## src/rtl/network_sci_sequencer.sv

```systemverilog
// network_sci_sequencer: loads NETWORK neuron coefficients over the SCI bus, optionally verifies them,
// and launches single inferences with a bounded wait for the result.
module network_sci_sequencer #(
    parameter int HL_NEURONS  = 8,
    parameter int OL_NEURONS  = 5,
    parameter int FP_WIDTH    = 8,
    parameter int HL_REGS     = 17,
    parameter int OL_REGS     = 9,
    parameter int HL_ADDR_W   = 5,
    parameter int OL_ADDR_W   = 4,
    parameter int ACK_TIMEOUT = 64,
    parameter int INF_TIMEOUT = 1000
) (
    input  logic                             clk,
    input  logic                             rstn,
    input  logic                             cfg_start,
    input  logic                             verify_en,
    output logic [7:0]                       tbl_addr,
    input  logic [FP_WIDTH-1:0]              tbl_rdata,
    output logic [HL_NEURONS+OL_NEURONS-1:0] sci_csn,
    output logic                             sci_req,
    input  logic                             sci_resp,
    input  logic                             sci_ack,
    input  logic                             infer_start,
    output logic                             net_valid_in,
    input  logic                             net_valid_out,
    input  logic                             net_overflow,
    output logic                             busy,
    output logic                             cfg_ok,
    output logic                             done,
    output logic [1:0]                       err_code,
    output logic                             infer_ovf
);
    localparam int NP = HL_NEURONS + OL_NEURONS;
    localparam int NW = $clog2(NP);
    localparam int FW = 1 + HL_ADDR_W + FP_WIDTH;
    localparam int CW = $clog2(FW + 1);
    localparam int TW = $clog2((INF_TIMEOUT > ACK_TIMEOUT ? INF_TIMEOUT : ACK_TIMEOUT) + 1);

    typedef enum logic [3:0] {IDLE, FETCH, LOAD, SHIFT, RECV, ACKW, CMP, GAP, RDBK, FIN, ISSUE, IWAIT} state_t;

    state_t                state;
    logic [NW-1:0]         neu;
    logic [HL_ADDR_W-1:0]  ridx;
    logic                  rdbk, verify;
    logic [FP_WIDTH-1:0]   wdata, rdata;
    logic [FW-1:0]         sh, frame;
    logic [CW-1:0]         cnt, flen;
    logic [TW-1:0]         tmr;
    logic                  is_hl, last_reg, last_neu;

    // Frames are left-aligned so the shorter OL address still leaves the command bit at the MSB.
    always_comb begin
        is_hl    = neu < NW'(HL_NEURONS);
        last_reg = ridx == (is_hl ? HL_ADDR_W'(HL_REGS - 1) : HL_ADDR_W'(OL_REGS - 1));
        last_neu = neu == NW'(NP - 1);
        frame    = is_hl ? {~rdbk, ridx, tbl_rdata}
                         : FW'({~rdbk, ridx[OL_ADDR_W-1:0], tbl_rdata}) << (HL_ADDR_W - OL_ADDR_W);
        flen     = CW'(1 + (is_hl ? HL_ADDR_W : OL_ADDR_W) + (rdbk ? 0 : FP_WIDTH));
    end

    always_ff @(posedge clk or posedge rstn) begin
        if (rstn) begin
            state        <= IDLE;
            neu          <= '0;
            ridx         <= '0;
            rdbk         <= 1'b0;
            verify       <= 1'b0;
            wdata        <= '0;
            rdata        <= '0;
            sh           <= '0;
            cnt          <= '0;
            tmr          <= '0;
            tbl_addr     <= '0;
            sci_csn      <= '1;
            sci_req      <= 1'b0;
            net_valid_in <= 1'b0;
            busy         <= 1'b0;
            cfg_ok       <= 1'b0;
            done         <= 1'b0;
            err_code     <= 2'b00;
            infer_ovf    <= 1'b0;
        end else begin
            done <= 1'b0;
            case (state)
                IDLE: begin
                    if (cfg_start) begin
                        verify    <= verify_en;
                        rdbk      <= 1'b0;
                        neu       <= '0;
                        ridx      <= '0;
                        tbl_addr  <= '0;
                        cfg_ok    <= 1'b0;
                        err_code  <= 2'b00;
                        infer_ovf <= 1'b0;
                        busy      <= 1'b1;
                        state     <= FETCH;
                    end else if (infer_start && cfg_ok) begin
                        err_code     <= 2'b00;
                        infer_ovf    <= 1'b0;
                        net_valid_in <= 1'b1;
                        busy         <= 1'b1;
                        state        <= ISSUE;
                    end
                end
                FETCH: state <= LOAD;
                LOAD: begin
                    wdata   <= tbl_rdata;
                    sci_csn <= ~(NP'(1) << neu);
                    sci_req <= frame[FW-1];
                    sh      <= frame << 1;
                    cnt     <= flen;
                    state   <= SHIFT;
                end
                SHIFT: begin
                    if (cnt == CW'(1)) begin
                        sci_req <= 1'b0;
                        cnt     <= CW'(FP_WIDTH);
                        tmr     <= '0;
                        state   <= rdbk ? RECV : ACKW;
                    end else begin
                        sci_req <= sh[FW-1];
                        sh      <= sh << 1;
                        cnt     <= cnt - CW'(1);
                    end
                end
                RECV: begin
                    rdata <= {rdata[FP_WIDTH-2:0], sci_resp};
                    cnt   <= cnt - CW'(1);
                    if (cnt == CW'(1)) state <= ACKW;
                end
                ACKW: begin
                    if (sci_ack) begin
                        if (rdbk) begin
                            state <= CMP;
                        end else begin
                            sci_csn <= '1;
                            state   <= GAP;
                        end
                    end else if (tmr == TW'(ACK_TIMEOUT - 1)) begin
                        err_code <= 2'b10;
                        sci_csn  <= '1;
                        done     <= 1'b1;
                        busy     <= 1'b0;
                        state    <= IDLE;
                    end else begin
                        tmr <= tmr + TW'(1);
                    end
                end
                CMP: begin
                    sci_csn <= '1;
                    if (rdata != wdata) begin
                        err_code <= 2'b01;
                        done     <= 1'b1;
                        busy     <= 1'b0;
                        state    <= IDLE;
                    end else begin
                        state <= GAP;
                    end
                end
                GAP: begin
                    if (!last_reg) begin
                        ridx     <= ridx + HL_ADDR_W'(1);
                        tbl_addr <= tbl_addr + 8'd1;
                        state    <= FETCH;
                    end else if (!last_neu) begin
                        neu      <= neu + NW'(1);
                        ridx     <= '0;
                        tbl_addr <= tbl_addr + 8'd1;
                        state    <= FETCH;
                    end else begin
                        state <= (verify && !rdbk) ? RDBK : FIN;
                    end
                end
                RDBK: begin
                    rdbk     <= 1'b1;
                    neu      <= '0;
                    ridx     <= '0;
                    tbl_addr <= '0;
                    state    <= FETCH;
                end
                FIN: begin
                    cfg_ok   <= 1'b1;
                    err_code <= 2'b00;
                    done     <= 1'b1;
                    busy     <= 1'b0;
                    state    <= IDLE;
                end
                ISSUE: begin
                    net_valid_in <= 1'b0;
                    tmr          <= '0;
                    state        <= IWAIT;
                end
                IWAIT: begin
                    if (net_valid_out) begin
                        infer_ovf <= net_overflow;
                        done      <= 1'b1;
                        busy      <= 1'b0;
                        state     <= IDLE;
                    end else if (tmr == TW'(INF_TIMEOUT - 1)) begin
                        err_code <= 2'b11;
                        done     <= 1'b1;
                        busy     <= 1'b0;
                        state    <= IDLE;
                    end else begin
                        tmr <= tmr + TW'(1);
                    end
                end
                default: state <= IDLE;
            endcase
        end
    end
endmodule

```

## config.mk

```make
export PLATFORM = sky130hd
export DESIGN_NAME = network_sci_sequencer
export DESIGN_NICKNAME = d
export VERILOG_FILES = /design/src/rtl/network_sci_sequencer.sv
export SDC_FILE = /design/constraint.sdc
export NUM_CORES = 1
export LEC_CHECK = 0
export CAP_MARGIN = 20
export CORE_ASPECT_RATIO = 0.8
export CORE_MARGIN = 1
export CORE_UTILIZATION = 52
export CTS_CLUSTER_DIAMETER = 30
export DETAILED_ROUTE_END_ITERATION = 12
export PLACE_DENSITY = 0.77
export SYNTH_ARGS = -nofsm -noshare
export SYNTH_HDL_FRONTEND = slang
export SYNTH_SLANG_ARGS = --single-unit
export TNS_END_PERCENT = 50
```

## constraint.sdc

```tcl
create_clock -name clk -period 2.4 [get_ports clk]
set_input_delay 0.24 -clock clk [delete_from_list [all_inputs] [get_ports clk]]
set_output_delay 0.24 -clock clk [all_outputs]
set_load 0.005 [all_outputs]
```

# Word-level counts from Yosys, hierarchy flattened
# Cells that the tools add are included.
dict set report totals {
  elab_cells 173
  ff_bits 88
  latch_bits 0
  output_inout_bits 29
  input_bits 17
  mem_bits_ro 0
  n_memories 0
  ram_bits 0
}
dict set report op_classes {
  mux 78
  n_div 0
  add_sub_neg 7
  n_shift 1
  n_reduce_logical 27
  n_bitwise 2
  n_mul 0
  order_cmp 1
  n_eq_ne 38
}
# cell count
set op_table {}
lappend op_table {{$mux 4} 15}
lappend op_table {{$mux 13} 4}
lappend op_table {{$mux 10} 5}
lappend op_table {{$pmux 4 s11} 1}
lappend op_table {{$pmux 10 s4} 1}
lappend op_table {{$pmux 13 s3} 1}
lappend op_table {{$ne 2x2->1 const B} 16}
lappend op_table {{$pmux 14 s2} 1}
lappend op_table {{$mux 8} 3}
lappend op_table {{$pmux 4 s3} 2}
lappend op_table {{$pmux 8 s3} 1}
lappend op_table {{$mux 1} 22}
lappend op_table {{$eq 4x4->1 const B} 5}
lappend op_table {{$mux 5} 4}
lappend op_table {{$eq 4x3->1 const B} 4}
lappend op_table {{$ne 3x3->1 const B} 5}
lappend op_table {{$pmux 5 s3} 1}
lappend op_table {{$mux 14} 1}
lappend op_table {{$mux 2} 7}
lappend op_table {{$not 13->13} 1}
lappend op_table {{$shl 1x4->13 const A} 1}
lappend op_table {{$reduce_and 3->1} 4}
lappend op_table {{$reduce_and 6->1} 2}
lappend op_table {{$add 10x1->10 const B} 1}
lappend op_table {{other kinds (30)} 46}

# Logic depth before layout (Yosys ltp)
# Gate-level depths: netlist (run 1).
dict set report logic_depth {
  word_depth 6
  ltp_mapped 9
  depth_no_buf 8
}

# Least setup slack after synthesis (run 1)
# Ideal clock, no wire load.
dict set report synth_path {
  path_kind {flip-flop to flip-flop}
  start {register tmr[6]}
  end {register busy}
  path_stages_with_launch 7
  slack_ps 103
  synth_period_minus_slack_ps 2297
  required_ps 2272
  setup_ps 128
  arrival_ps 2169
  n_path_buf 0
  cell_sequence {dfrtp_1 or4_4 nor4_4 nor2_1 or4_4 a21oi_2 mux2_1}
}
dict set report synth_between {
  elab_chain_cells 3
  word_cells_on_any_way 5
  classes_between {eq/ne (4); reduce/logical (1)}
}
# item line
set synth_rtl {}
lappend synth_rtl {{start, declared} 49} ;# logic [TW-1:0] tmr;
lappend synth_rtl {{start signal, assigned} 147} ;# tmr <= tmr + TW'(1);
lappend synth_rtl {{start signal, assigned} 206} ;# tmr <= tmr + TW'(1);
lappend synth_rtl {{$eq 10x10->1 or $eq 10x6->1 (tied branches)} {200, 140}}
lappend synth_rtl {{$ne 3x3->1 (no source line) or $ne 2x2->1 (tied branches)} n/a}
lappend synth_rtl {{$reduce_and 6->1 (no source line) *} n/a}
lappend synth_rtl {{end signal, assigned} 186} ;# busy <= 1'b0;
lappend synth_rtl {{end signal, assigned} 198} ;# busy <= 1'b0;
lappend synth_rtl {{end signal, assigned} 203} ;# busy <= 1'b0;
lappend synth_rtl {{end, declared} 28} ;# output logic busy,
# Mark *: on every way between the ends. The rest lies on a longest branch, timed or not.
# A chain may end at the register's enable or synchronous reset.

# Worst setup path in the final report (run 1)
dict set report layout_path {
  start {register tmr[8]}
  end {register busy}
}
# The elaborated chain is that of the path after synthesis.

==> out/summary.txt, run 1 <==
Least-Margin Pin Slew: 0.645 ns
Synth Area in XOR/XNOR: 3.91%
Clock transition at path regs: 0.07 ns
outcome: complete, no violations
drt first-iter violations: 267
clock buffer depth: 2
Syn Nets: 524
cell count after synthesis: 495
total number of vias: 3864
Max Transition Viols Final: 0
Max-cap violations: 0
total track usage: 24.3%
maximum VDD drop: 590 µV
Fin. Hold Viols: 0
Root Driver: clkbuf_16
Final Cycle Share: 97.9%
# diodes: 0
worst hold path class: primary input to async pin
setup tns final: 0 ns
crit path kind: flip-flop to flip-flop
pin count of the biggest net entering global routing: 45
cell area power density: 1100 nW/µm²
P&R area growth vs syn: 23.0%
Post-synth ARST share: 100%
Post-CTS Hold Fix Bufs: 0
Pre-Repair DR Iteration Count: 5
Port Buf Inserts: 45
die height: 87.1 µm
worst-path maximum fanout: 5
Routed wire per std cell: 15.5 µm
slew margin rel.: 56.6%
DRC: 0
TritonCTS clock tree: built
synth warn: 0
Setup Skew: 0.00788 ns
gr ovfl total: 0
#FFs+latches synth: 87
Via density: 5.74
Final setup viols: 0
Core Area: 8630 µm²
leak pwr: 0.00246 µW
Switching Share: 37.8%
synth unique cells: 57
FP Rows: 30
clock power share: 22.6%
EDFF count, synth: 0
Compound-Gate Fraction of Synth Area: 15.7%
Yosys top cell area share: 39.4%
fin nets: 585
DP HPWL: 7460 µm
Final ANT Viol Nets: 0
routed wire length: 10400 µm
H-tree depth: 3
synthesized area: 4700 µm²
Die ar.: 9430 µm²
first-pass GRT wire length: 17700 µm
top_reg_cell synth: dfrtp_1
Flop pwr share: 34.4%
post-synthesis simple-gate area fraction: 20.4%
ratio of cells with drive above 1 in the final layout: 16.8%
cts bufs inserted: 9
top cells by area, synth: dfrtp_1 (39%), dfstp_2 (7.3%), o21ai_0 (4.8%), nand2_1 (4.4%), nor2_1 (4.1%)
Horiz. Die Dim: 108 µm
Worst Path Required: 2.62 ns
vias in the first global route: 3636
initial antenna violation count: 0
post-synth top area cell: dfrtp_1
# IOs: 46
Min Clock Period, post-route: 2.35 ns
CP Launch Type: flip-flop
clock insertion delay at the later pin of the skew report: 0.34 ns
RSZ-0062 raised after global routing: true
P_int: 3970 µW
Worst setup EP type: flip-flop
post-synthesis sequential area ratio: 46.6%
P_sw: 2410 µW
hold_ws: 0.279 ns
Post-Synth Adder-Cell Area: 3.19%
Sinks on Clock Net: 87
post-synthesis mux area share: 6.86%
Placer Congestion: 0.909
synthesized area per cell: 9.50 µm²
combinational share of power: 43.0%
crit path DAT: 2.57 ns
initial core utilization: 54.5%
fmax: 426 MHz
largest family of logic cells by synthesized area: simple AND/OR/NAND/NOR gates
==> final cells by class <==
cell class | count | area [µm²]
tap | 112 | 140
inverter | 13 | 52.6
clock buffer | 11 | 275
multi-input combinational | 369 | 2380
sequential | 87 | 2190
timing repair buffer | 76 | 708
clock inverter | 5 | 38.8
fill | 667 | 2850
==> per-layer routing <==
metal / vias to the layer above / track usage [%] / wire [µm]
li1: 1903 / - / -
met1: 1845 / 34.3 / 4930
met2: 103 / 38.7 / 4890
met3: 13 / 4.26 / 470
met4: 0 / 7.00 / 110
met5: - / 0 / 0
==> cell families after synthesis <==
family                     Yosys count
and+or+nand+nor                    188
muxes                               30
AOI/OAI and AO/OA                  118
adders and majority gates           12
xor gates and xnor gates            21
DFF                                 87
buffers and inverters               39
==> power by group through the flow <==
stage	clock, µW	combinational [µW]	sequential, µW
6_report	1440	2750	2190
5_1_grt	1530	3080	2240
4_1_cts	1470	2720	2190
3_5_place_dp	0	2690	2220
3_3_place_gp	0	2610	2190
2_1_floorplan	0	1920	2140
==> critical path, cell delays in order, from the launching register on <==
cell	delay (ns)
dfrtp_1	0.42
or4_4	0.52
nor4_4	0.30
nor2_2	0.08
or4_4	0.46
a21oi_4	0.14
mux2_1	0.32
==> synthesized netlist by cell type (5+ instances only) <==
| cell | n |
|---|---|
| nand3_1 | 14 |
| ha_1 | 12 |
| o22ai_1 | 5 |
| a31oi_1 | 11 |
| nor2_1 | 52 |
| dfrtp_1 | 74 |
| nand4_1 | 9 |
| a21oi_1 | 17 |
| nand2_1 | 55 |
| mux2i_1 | 12 |
| and3_1 | 6 |
| clkbuf_1 | 14 |
| o21ai_0 | 45 |
| mux2_2 | 17 |
| xnor2_1 | 9 |
| a21boi_0 | 5 |
| or4_1 | 6 |
| dfstp_2 | 13 |
| nor3_1 | 8 |
| inv_1 | 13 |
| xor2_1 | 12 |
| nand2b_1 | 8 |
| o31ai_1 | 7 |
| buf_2 | 8 |
==> cell usage in the layout (no fill, tap or decap), types with 3 or more instances in the layout <==
master / n
nand2b_1: 8
nand4b_1: 3
a21o_1: 4
o31ai_1: 7
dfstp_2: 13
nor2b_1: 3
and3_1: 6
inv_6: 3
mux2_2: 17
nor4_1: 3
o21ai_0: 45
nand4_1: 9
ha_1: 12
clkbuf_16: 11
xnor2_1: 9
or4_1: 6
mux2i_1: 12
dfrtp_1: 74
buf_4: 29
and2_1: 4
a41oi_1: 4
inv_1: 12
o211ai_1: 3
nand3_1: 14
o22ai_1: 5
xor2_1: 12
o21a_1: 4
nand3b_1: 3
nor2_1: 51
nand2_1: 54
clkdlybuf4s50_1: 45
a21oi_1: 17
nor3_1: 8
a31oi_1: 11
==> final timing paths <==
| check | startpoint | endpoint | slack [ns] | cells after the start |
|---|---|---|---|---|
| worst max-delay path | tmr[8] | busy | 0.05 | 6 |
| worst min-delay path | rstn | tmr[6] | 0.28 | 2 |
| worst max register to register | tmr[8] | busy | 0.05 | 6 |
| worst min register to register | sh[7] | sh[7] | 0.48 | 2 |
| max in group asynchronous | rstn | rdata[5] | 1.47 | 3 |
| min in group clk | sci_resp | rdata[0] | 0.44 | 3 |
==> repair_timing <==
action                                  4_1_cts  5_1_grt
buffers inserted                              0        1
pin swaps                                     0        3
resized for setup                             1        7
endpoints found under the setup margin        4        5
==> per-stage QoR <==
step | cell area, µm² | std cells | worst slack, ns | util [%] | total power [µW]
after floorplan | 4710 | 495 | 0.103 | - | 4060
after CTS | 5760 | 672 | -0.000875 | 66.7 | 6380
after global placement | 5440 | 656 | 0.0901 | 63.0 | 4810
final | 5780 | 673 | 0.0512 | 67.0 | 6380
after detailed placement | 5440 | 656 | -0.0505 | 63.0 | 4910
after global routing | 5780 | 673 | -0.0337 | 67.0 | 6850
==> registers in the layout (all words and copies together), names as in the netlist, 2 cells and up <==
| signal | count |
|---|---|
| sci_csn | 13 |
| sh | 13 |
| tmr | 10 |
| rdata | 8 |
| tbl_addr | 8 |
| wdata | 8 |
| ridx | 5 |
| cnt | 4 |
| neu | 4 |
| state | 4 |
| err_code | 2 |
(Power assumes the default switching activity.)
==> run 2: changes to the inputs <==
GPL_ROUTABILITY_DRIVEN = 0   (was not set)
HOLD_SLACK_MARGIN = 0.03   (was not set)
==> run 2 against run 1 <==
Effect of this change:
- sequential cell count is the same
- design area grew 0.11%
- wire length up 1.8%
- combinational power hardly changed
- core utilization is 0.072 points higher
- global-route usage is 0.19 points higher
- non-clock buffer count is 4 higher
- total power fell by 0.90%
- sequential power hardly changed
- fmax up 1.3%
- largest power group unchanged
==> out/summary.txt, run 2 (synthesis results as in run 1) <==
Horiz. Die Dim: 108 µm
CP Launch Type: flip-flop
RSZ-0062 raised after global routing: false
setup tns final: 0 ns
slowest stage delay, CP: 0.56 ns
FILL cells: 670
final instance area: 5790 µm²
most common cell after layout, fill and taps aside: dfrtp_1
Final Cycle Share: 96.6%
worst-path maximum fanout: 25
Post-DP Area: 5450 µm²
Worst Path Required: 2.62 ns
Pre-Repair DR Iteration Count: 5
Finished Layout Cells: 677
routed wire length: 10600 µm
Port Buf Inserts: 45
placed cells: 657
R2R setup slack: 0.08 ns
crit path DAT: 2.54 ns
initial antenna violation count: 0
Reg2Reg Launch Point: state[1]
first-pass GRT wire length: 18000 µm
Reg2Reg Depth: 8
Via density: 5.85
r2r endpoint: busy
DP HPWL: 7590 µm
Util after Layout: 67.1%
Max-cap violations: 0
cts bufs inserted: 9
Least-Margin Pin Slew: 0.544 ns
fin nets: 589
Die ar.: 9430 µm²
total number of vias: 3963
Core Area: 8630 µm²
cell area power density: 1090 nW/µm²
CP Cell Sequence: buf_4 -> and4bb_2 -> nand2_1 -> nor3_1 -> buf_4 -> or4_4 -> a21oi_4 -> mux2_4
Clock transition at path regs: 0.06 ns
initial core utilization: 54.5%
TritonCTS clock tree: built
P&R area growth vs syn: 23.1%
# diodes: 0
Final ANT Viol Nets: 0
worst hold path class: primary input to async pin
Fin. Hold Viols: 0
slew margin rel.: 63.4%
most frequent CP cell: buf_4
FP Rows: 30
Setup Skew: 0.00503 ns
Critical-path top delay cell: or4_4
maximum VDD drop: 737 µV
Final setup viols: 0
outcome: complete, no violations
crit path kind: flip-flop to flip-flop
Worst setup EP type: flip-flop
Max Transition Viols Final: 0
Min Clock Period, post-route: 2.32 ns
DRC: 0
Post-CTS Hold Fix Bufs: 0
Root Driver: clkbuf_16
total track usage: 24.5%
drt first-iter violations: 240
# IOs: 46
clock buffer depth: 2
clock insertion delay at the later pin of the skew report: 0.34 ns
vias in the first global route: 3763
pin count of the biggest net entering global routing: 46
most frequent cells in the layout: dfrtp_1 (74), nand2_1 (54), nor2_1 (51)
Sinks on Clock Net: 87
gr ovfl total: 0
H-tree depth: 3
Routed wire per std cell: 15.6 µm
leak pwr: 0.00247 µW
fmax: 431 MHz
Largest regs: sci_csn (13), sh (13), tmr (10)
ratio of cells with drive above 1 in the final layout: 17.2%
die height: 87.1 µm
[run 2: cell type report]
cell class	count	area (µm²)	area share, %
clock buffer	11	254	4.39
clock inverter	5	36.3	0.627
inverter	13	52.6	0.908
multi-input combinational	369	2380	41.0
sequential	87	2190	37.9
tap	112	140	2.42
timing repair buffer	80	738	12.7
[run 2: critical path, delay by kind of cell (launching register included)]
kind,cells,cell delay [ns]
simple gates,4,1.02
buf+inv,2,0.36
flops,1,0.37
compound gates,1,0.14
mux,1,0.31
[run 2: timing repair]
action	CTS	global route
setup buffers	0	4
resized for setup	0	6
setup endpoints to repair	0	7
[run 2: report_power, final]
group	internal, µW	total [µW]	switching, µW	leakage, µW
registers	1890	2210	319	0.00109
clock network	772	1360	589	0.000146
logic	1260	2760	1490	0.00123
total	3920	6320	2400	0.00247
[run 2: worst max path at each step]
stage                        start     end  slack (ns)  cells after the start
after floorplan             tmr[6]    busy        0.10                      6
after global routing      state[1]    busy        0.01                      8
after detailed placement    cnt[1]  tmr[7]        0.03                      8
final                     state[1]    busy        0.08                      8
after CTS                   cnt[1]  tmr[7]       0.008                      8
after global placement      tmr[6]    busy        0.09                      6
[run 2: metal layers]
metal	vias up	track usage (%)	share of wire [%]
li1	1901	-	-
met1	1935	33.8	47
met2	112	39.3	47
met3	15	4.26	4.6
met4	0	8.23	1.4
met5	-	0	0
[run 2: metrics by stage]
step	total power [µW]	setup slack, ns	hold WS (ns)
2_1_floorplan	4060	0.103	0.345
4_1_cts	6290	0.00760	0.263
3_3_place_gp	4810	0.0877	0.451
6_report	6320	0.0807	0.258
3_5_place_dp	4910	0.0273	0.464
5_1_grt	6790	0.00994	0.282
==> run 3: changes to the inputs <==
TNS_END_PERCENT = 10   (was 50)
==> results of run 3 <==
The final DEF is identical to that of run 2; final timing and power are the same.
==> patch 1 (settings of run 1) <==
Add an input register stage for `cfg_start`; this delays it by one clock. The other inputs are not delayed to match.
--- a/src/rtl/network_sci_sequencer.sv
+++ b/src/rtl/network_sci_sequencer.sv
@@ -41,2 +41,8 @@
 
+    logic cfg_start_q;
+
+    always_ff @(posedge clk) begin
+        cfg_start_q <= cfg_start;
+    end
+
     state_t                state;
@@ -86,3 +92,3 @@
                 IDLE: begin
-                    if (cfg_start) begin
+                    if (cfg_start_q) begin
                         verify    <= verify_en;
Check against the original RTL: not equivalent (a bounded check fails within 4 cycles, from zero or initial values and one cycle with rstn high).
==> patch 1 against run 1 <==
  * The run now ends with DRC left
  * Routed wire length increased by 6.3%
  * Non-clock buffer count decreased by 9
  * Area after synthesis increased by 6.2%
  * Clock power decreased by 3%
  * Power increased by 0.67%
  * Sequential cell count increased by 1
  * Clock skew decreased by 0.58 ps
  * Critical path depth increased by 2
  * Final area increased by 2.4%
  * Count of clock-buffer cells in the layout decreased by 1
  * Worst setup slack improved by 160 ps
  * Critical path type unchanged
==> patch 1: results (changes against run 1) <==
CTS Sinks: 88 (was 87)
Root Buffer: clkbuf_16 (unchanged)
first drt pass iteration count: 9 (was 5)
setup slack, reg-to-reg: 210 ps (was 50 ps)
failing checks: DRC
top sig layer: met4 (unchanged)
Post-synth top cells: dfrtp_1, nand2_1, nor2_1 (unchanged)
leakage dissipation: 2.464 nW (was 2.462 nW)
fillcell total: 752 (was 667)
initial DRC count: 274 (was 267)
GRT Util Overall: 24.05% (was 24.30%)
Critical Path Fanout Max: 11 (was 5)
Hold Crit Class: input port to register (was input port to async pin)
Critical R2R Launch: cnt[1] (was tmr[8])
vias in the first global route: 3874 (was 3636)
GRT met3 Usage: 5.369% (was 4.263%)
pre-CTS setup slack: 168.3 ps (was -50.50 ps)
met2 Usage GRT: 38.13% (was 38.68%)
Placed Cells: 670 (was 656)
hpwl dp: 7.726 mm (was 7.463 mm)
Seq/Total Area, Yosys: 44.30% (was 46.62%)
Syn Nets: 545 (was 524)
DR vias/cell: 5.803 (was 5.741)
relative slew slack: 66.86% (was 56.64%)
Post-Route WL: 11.05 mm (was 10.40 mm)
synth top area cells: dfrtp_1, dfstp_2, nand2_1 (was dfrtp_1, dfstp_2, o21ai_0)
Critical R2R Capture: tmr[8] (was busy)
largest net degree at the start of global routing: 88 (was 45)
slowest stage cell, crit path: dfrtp_1 (was or4_4)
ys async rst share: 98.86% (was 100.0%)
first-pass GRT wire length: 18.91 mm (was 17.71 mm)
Residual DRC: 3 (was 0)
GP Congestion: 0.8643 (was 0.9090)
VDD IR max: 0.6414 mV (was 0.5902 mV)
non-filler cells, final: 686 (was 673)
status: finished, violations left (was completed)
Clock Skew: 7.301 ps (was 7.882 ps)
CP max stage delay: 400 ps (was 520 ps)
DRT met1 WL: 5.286 mm (was 4.927 mm)
design area: 0.005923 sq mm (was 0.005784 sq mm)
Post-Synthesis Cells: 516 (was 495)
cell depth of the worst flop-to-flop path: 8 (was 6)
cell area after placement: 0.005617 sq mm (was 0.005441 sq mm)
Final Net Count: 595 (was 585)
share of cells above drive strength 1: 16.64% (was 16.76%)
Critical Path AT: 2470 ps (was 2570 ps)
==> patch 1: cell types whose count changed after synthesis, sizes merged, moves of 9 or more <==
cell / before / now
o21ai: 45 / 28
nand3: 14 / 29
xor2: 12 / 0
nand2: 55 / 66
a21oi: 19 / 29
a31oi: 11 / 2
nor2: 52 / 43
==> patch 1: where the power goes <==
group          switching (mW)  total (mW)  leakage, nW  internal (mW)
registers               0.433        2.33         1.10           1.90
clock network           0.567        1.39        0.142          0.827
logic                    1.46        2.70         1.22           1.24
==> patch 1: cell type report <==
class                      count  share of cell area (%)
clock inverter                 6                  0.9928
timing repair buffer          67                   10.60
sequential                    88                   37.41
clock buffer                  10                   4.035
inverter                      20                   1.331
multi-input combinational    380                   43.20
tap                          115                   2.429
==> patch 1: kinds of logic (layout without fill, tap and decap cells) <==
kind of cell	Yosys count	after routing	synth area share, %
fa+ha+maj	12	12	3.005
compound gates	105	105	14.35
flops	88	88	44.30
xor+xnor	16	16	2.805
simple gates	207	207	22.19
buf+inv	48	103	4.608
mux	40	40	8.740
==> patch 1: worst min-delay path by stage <==
stage	start	endpoint
final	cfg_start	cfg_start_q
after global placement	sci_csn[12]	sci_csn[12]
after CTS	cfg_start	cfg_start_q
after detailed placement	sci_csn[12]	sci_csn[12]
after floorplan	cfg_start	cfg_start_q
after global routing	cfg_start	cfg_start_q
==> patch 1: critical path, delay by kind of cell (launching register included) <==
kind                       cells  cell delay, ps
adders and majority gates      1             170
DFF                            1             400
AOI/OAI and AO/OA              3             640
and+or+nand+nor                2             610
buffers and inverters          2             310
==> patch 1: repair_timing <==
item                                    CTS  global route
hold buffers                              0             0
gates resized for setup                   0             3
endpoints found under the setup margin    0             3
hold endpoints to repair                  0             0
==> patch 2 (flow settings as in run 1) <==
Without the edit above. Set the parameter `FP_WIDTH` to 16 (it was 8).
--- a/src/rtl/network_sci_sequencer.sv
+++ b/src/rtl/network_sci_sequencer.sv
@@ -5,3 +5,3 @@
     parameter int OL_NEURONS  = 5,
-    parameter int FP_WIDTH    = 8,
+    parameter int FP_WIDTH    = 16,
     parameter int HL_REGS     = 17,
Ports: changed (resized tbl_rdata); port bits go from 46 to 54. No check against the original RTL was run, so the function may have changed too.
==> patch 2 against run 1 <==
  * Sequential share of layout area is 2.9 points higher
  * Worst setup slack better by 86 ps
  * Routed wire length is 29% higher
  * Combinational power is 16% higher
  * Sequential cell count is 25 higher
  * Area after synthesis is 25% higher
  * Final area is 19% higher
  * Power is 21% higher
  * Die area is 24% higher
  * Count of clock-buffer cells in the layout is 1 higher
  * Highest routed layer unchanged
==> patch 2: results (changes against run 1) <==
status: completed (unchanged)
VDD IR max: 0.6591 mV (was 0.5902 mV)
Critical Path Fanout Max: 26 (was 5)
GP Congestion: 0.8440 (was 0.9090)
Seq/Total Area, Yosys: 47.97% (was 46.62%)
Non-clk invs: 15 (was 13)
vias in the first global route: 4563 (was 3636)
unique cell type count in the Yosys netlist: 63 (was 57)
post-synthesis xor/xnor area fraction: 2.683% (was 3.910%)
Crit path max-delay family: flip-flops (was simple AND/OR/NAND/NOR gates)
Critical Path AT: 2530 ps (was 2570 ps)
GRT met3 Usage: 4.519% (was 4.263%)
pre-CTS setup slack: 254.6 ps (was -50.50 ps)
wire length on met3: 687 microns (was 470 microns)
synth top area cells: dfrtp_1, nand2_1, o21ai_0 (was dfrtp_1, dfstp_2, o21ai_0)
via count: 4811 (was 3864)
TAP cells: 144 (was 112)
Signal buf overhead: 10.36% (was 12.24%)
largest net degree at the start of global routing: 113 (was 45)
clk_buf instances: 12 (was 11)
CP max stage delay: 620 ps (was 520 ps)
met2 Usage GRT: 36.97% (was 38.68%)
I/O Buffers: 53 (was 45)
post-synthesis adder-cell area fraction: 2.555% (was 3.191%)
Post-synth top cells: nand2_1, dfrtp_1, o21ai_0 (was dfrtp_1, nand2_1, nor2_1)
Placed Cells: 817 (was 656)
first-pass GRT wire length: 22.69 mm (was 17.71 mm)
cell area after placement: 0.006604 sq mm (was 0.005441 sq mm)
CTS Sinks: 112 (was 87)
wire per inst: 16.06 microns (was 15.45 microns)
met2 WL: 6.072 mm (was 4.890 mm)
multi-input combinational area share: 40.97% (was 41.08%)
fraction of area in registers: 40.82% (was 37.92%)
initial DRC count: 476 (was 267)
non-filler cells, final: 833 (was 673)
fillcell total: 902 (was 667)
Final Net Count: 721 (was 585)
post-cts sizing count: 0 (was 1)
compound-gate portion of the synthesized area: 17.12% (was 15.66%)
share of cells above drive strength 1: 12.92% (was 16.76%)
ClkCell Share: 4.367% (was 5.429%)
GRT Util Overall: 24.34% (was 24.30%)
hpwl dp: 9.319 mm (was 7.463 mm)
worst-margin pin slew: 806.7 ps (was 644.5 ps)
slowest stage cell, crit path: dfrtp_1 (was or4_4)
top sig layer: met4 (unchanged)
Post-Synthesis Cells: 630 (was 495)
Syn Nets: 667 (was 524)
DRT met1 WL: 6.449 mm (was 4.927 mm)
Area growth, synth to finish: 17.50% (was 22.95%)
#MultiIn Comb: 470 (was 369)
leakage dissipation: 2.983 nW (was 2.462 nW)
Largest regs: sh x21, rdata x16, wdata x16 (was sci_csn x13, sh x13, tmr x10)
[patch 2: changes by cell type in the layout (fill, tap and decap cells not counted), sizes merged, moves of 6 or more]
cell and delta:
o21ai +29, nand2 +68, a21oi +6, xnor2 +9
xor2 -12, dfrtp +25, buf -8, mux2i +6
a31oi +14, clkdlybuf4s50 +8, nor2 -11, or4 -8
[patch 2: worst paths after layout]
path                                    from          end  slack [ps]  cells past startpoint
worst min-delay path                    rstn  tbl_addr[1]         410                      3
worst max-delay path                state[0]   sci_csn[8]         140                      6
min in group clk                net_overflow    infer_ovf         470                      3
worst min register to register         sh[6]        sh[6]         480                      2
max in group asynchronous               rstn        sh[2]        1580                      3
worst max register to register      state[0]   sci_csn[8]         140                      6
[patch 2: power breakdown]
part,total (mW),switching (mW),internal [mW]
Sequential,3.02,0.533,2.49
Combinational,3.18,1.80,1.38
Clock,1.53,0.718,0.809
Total,7.73,3.05,4.68
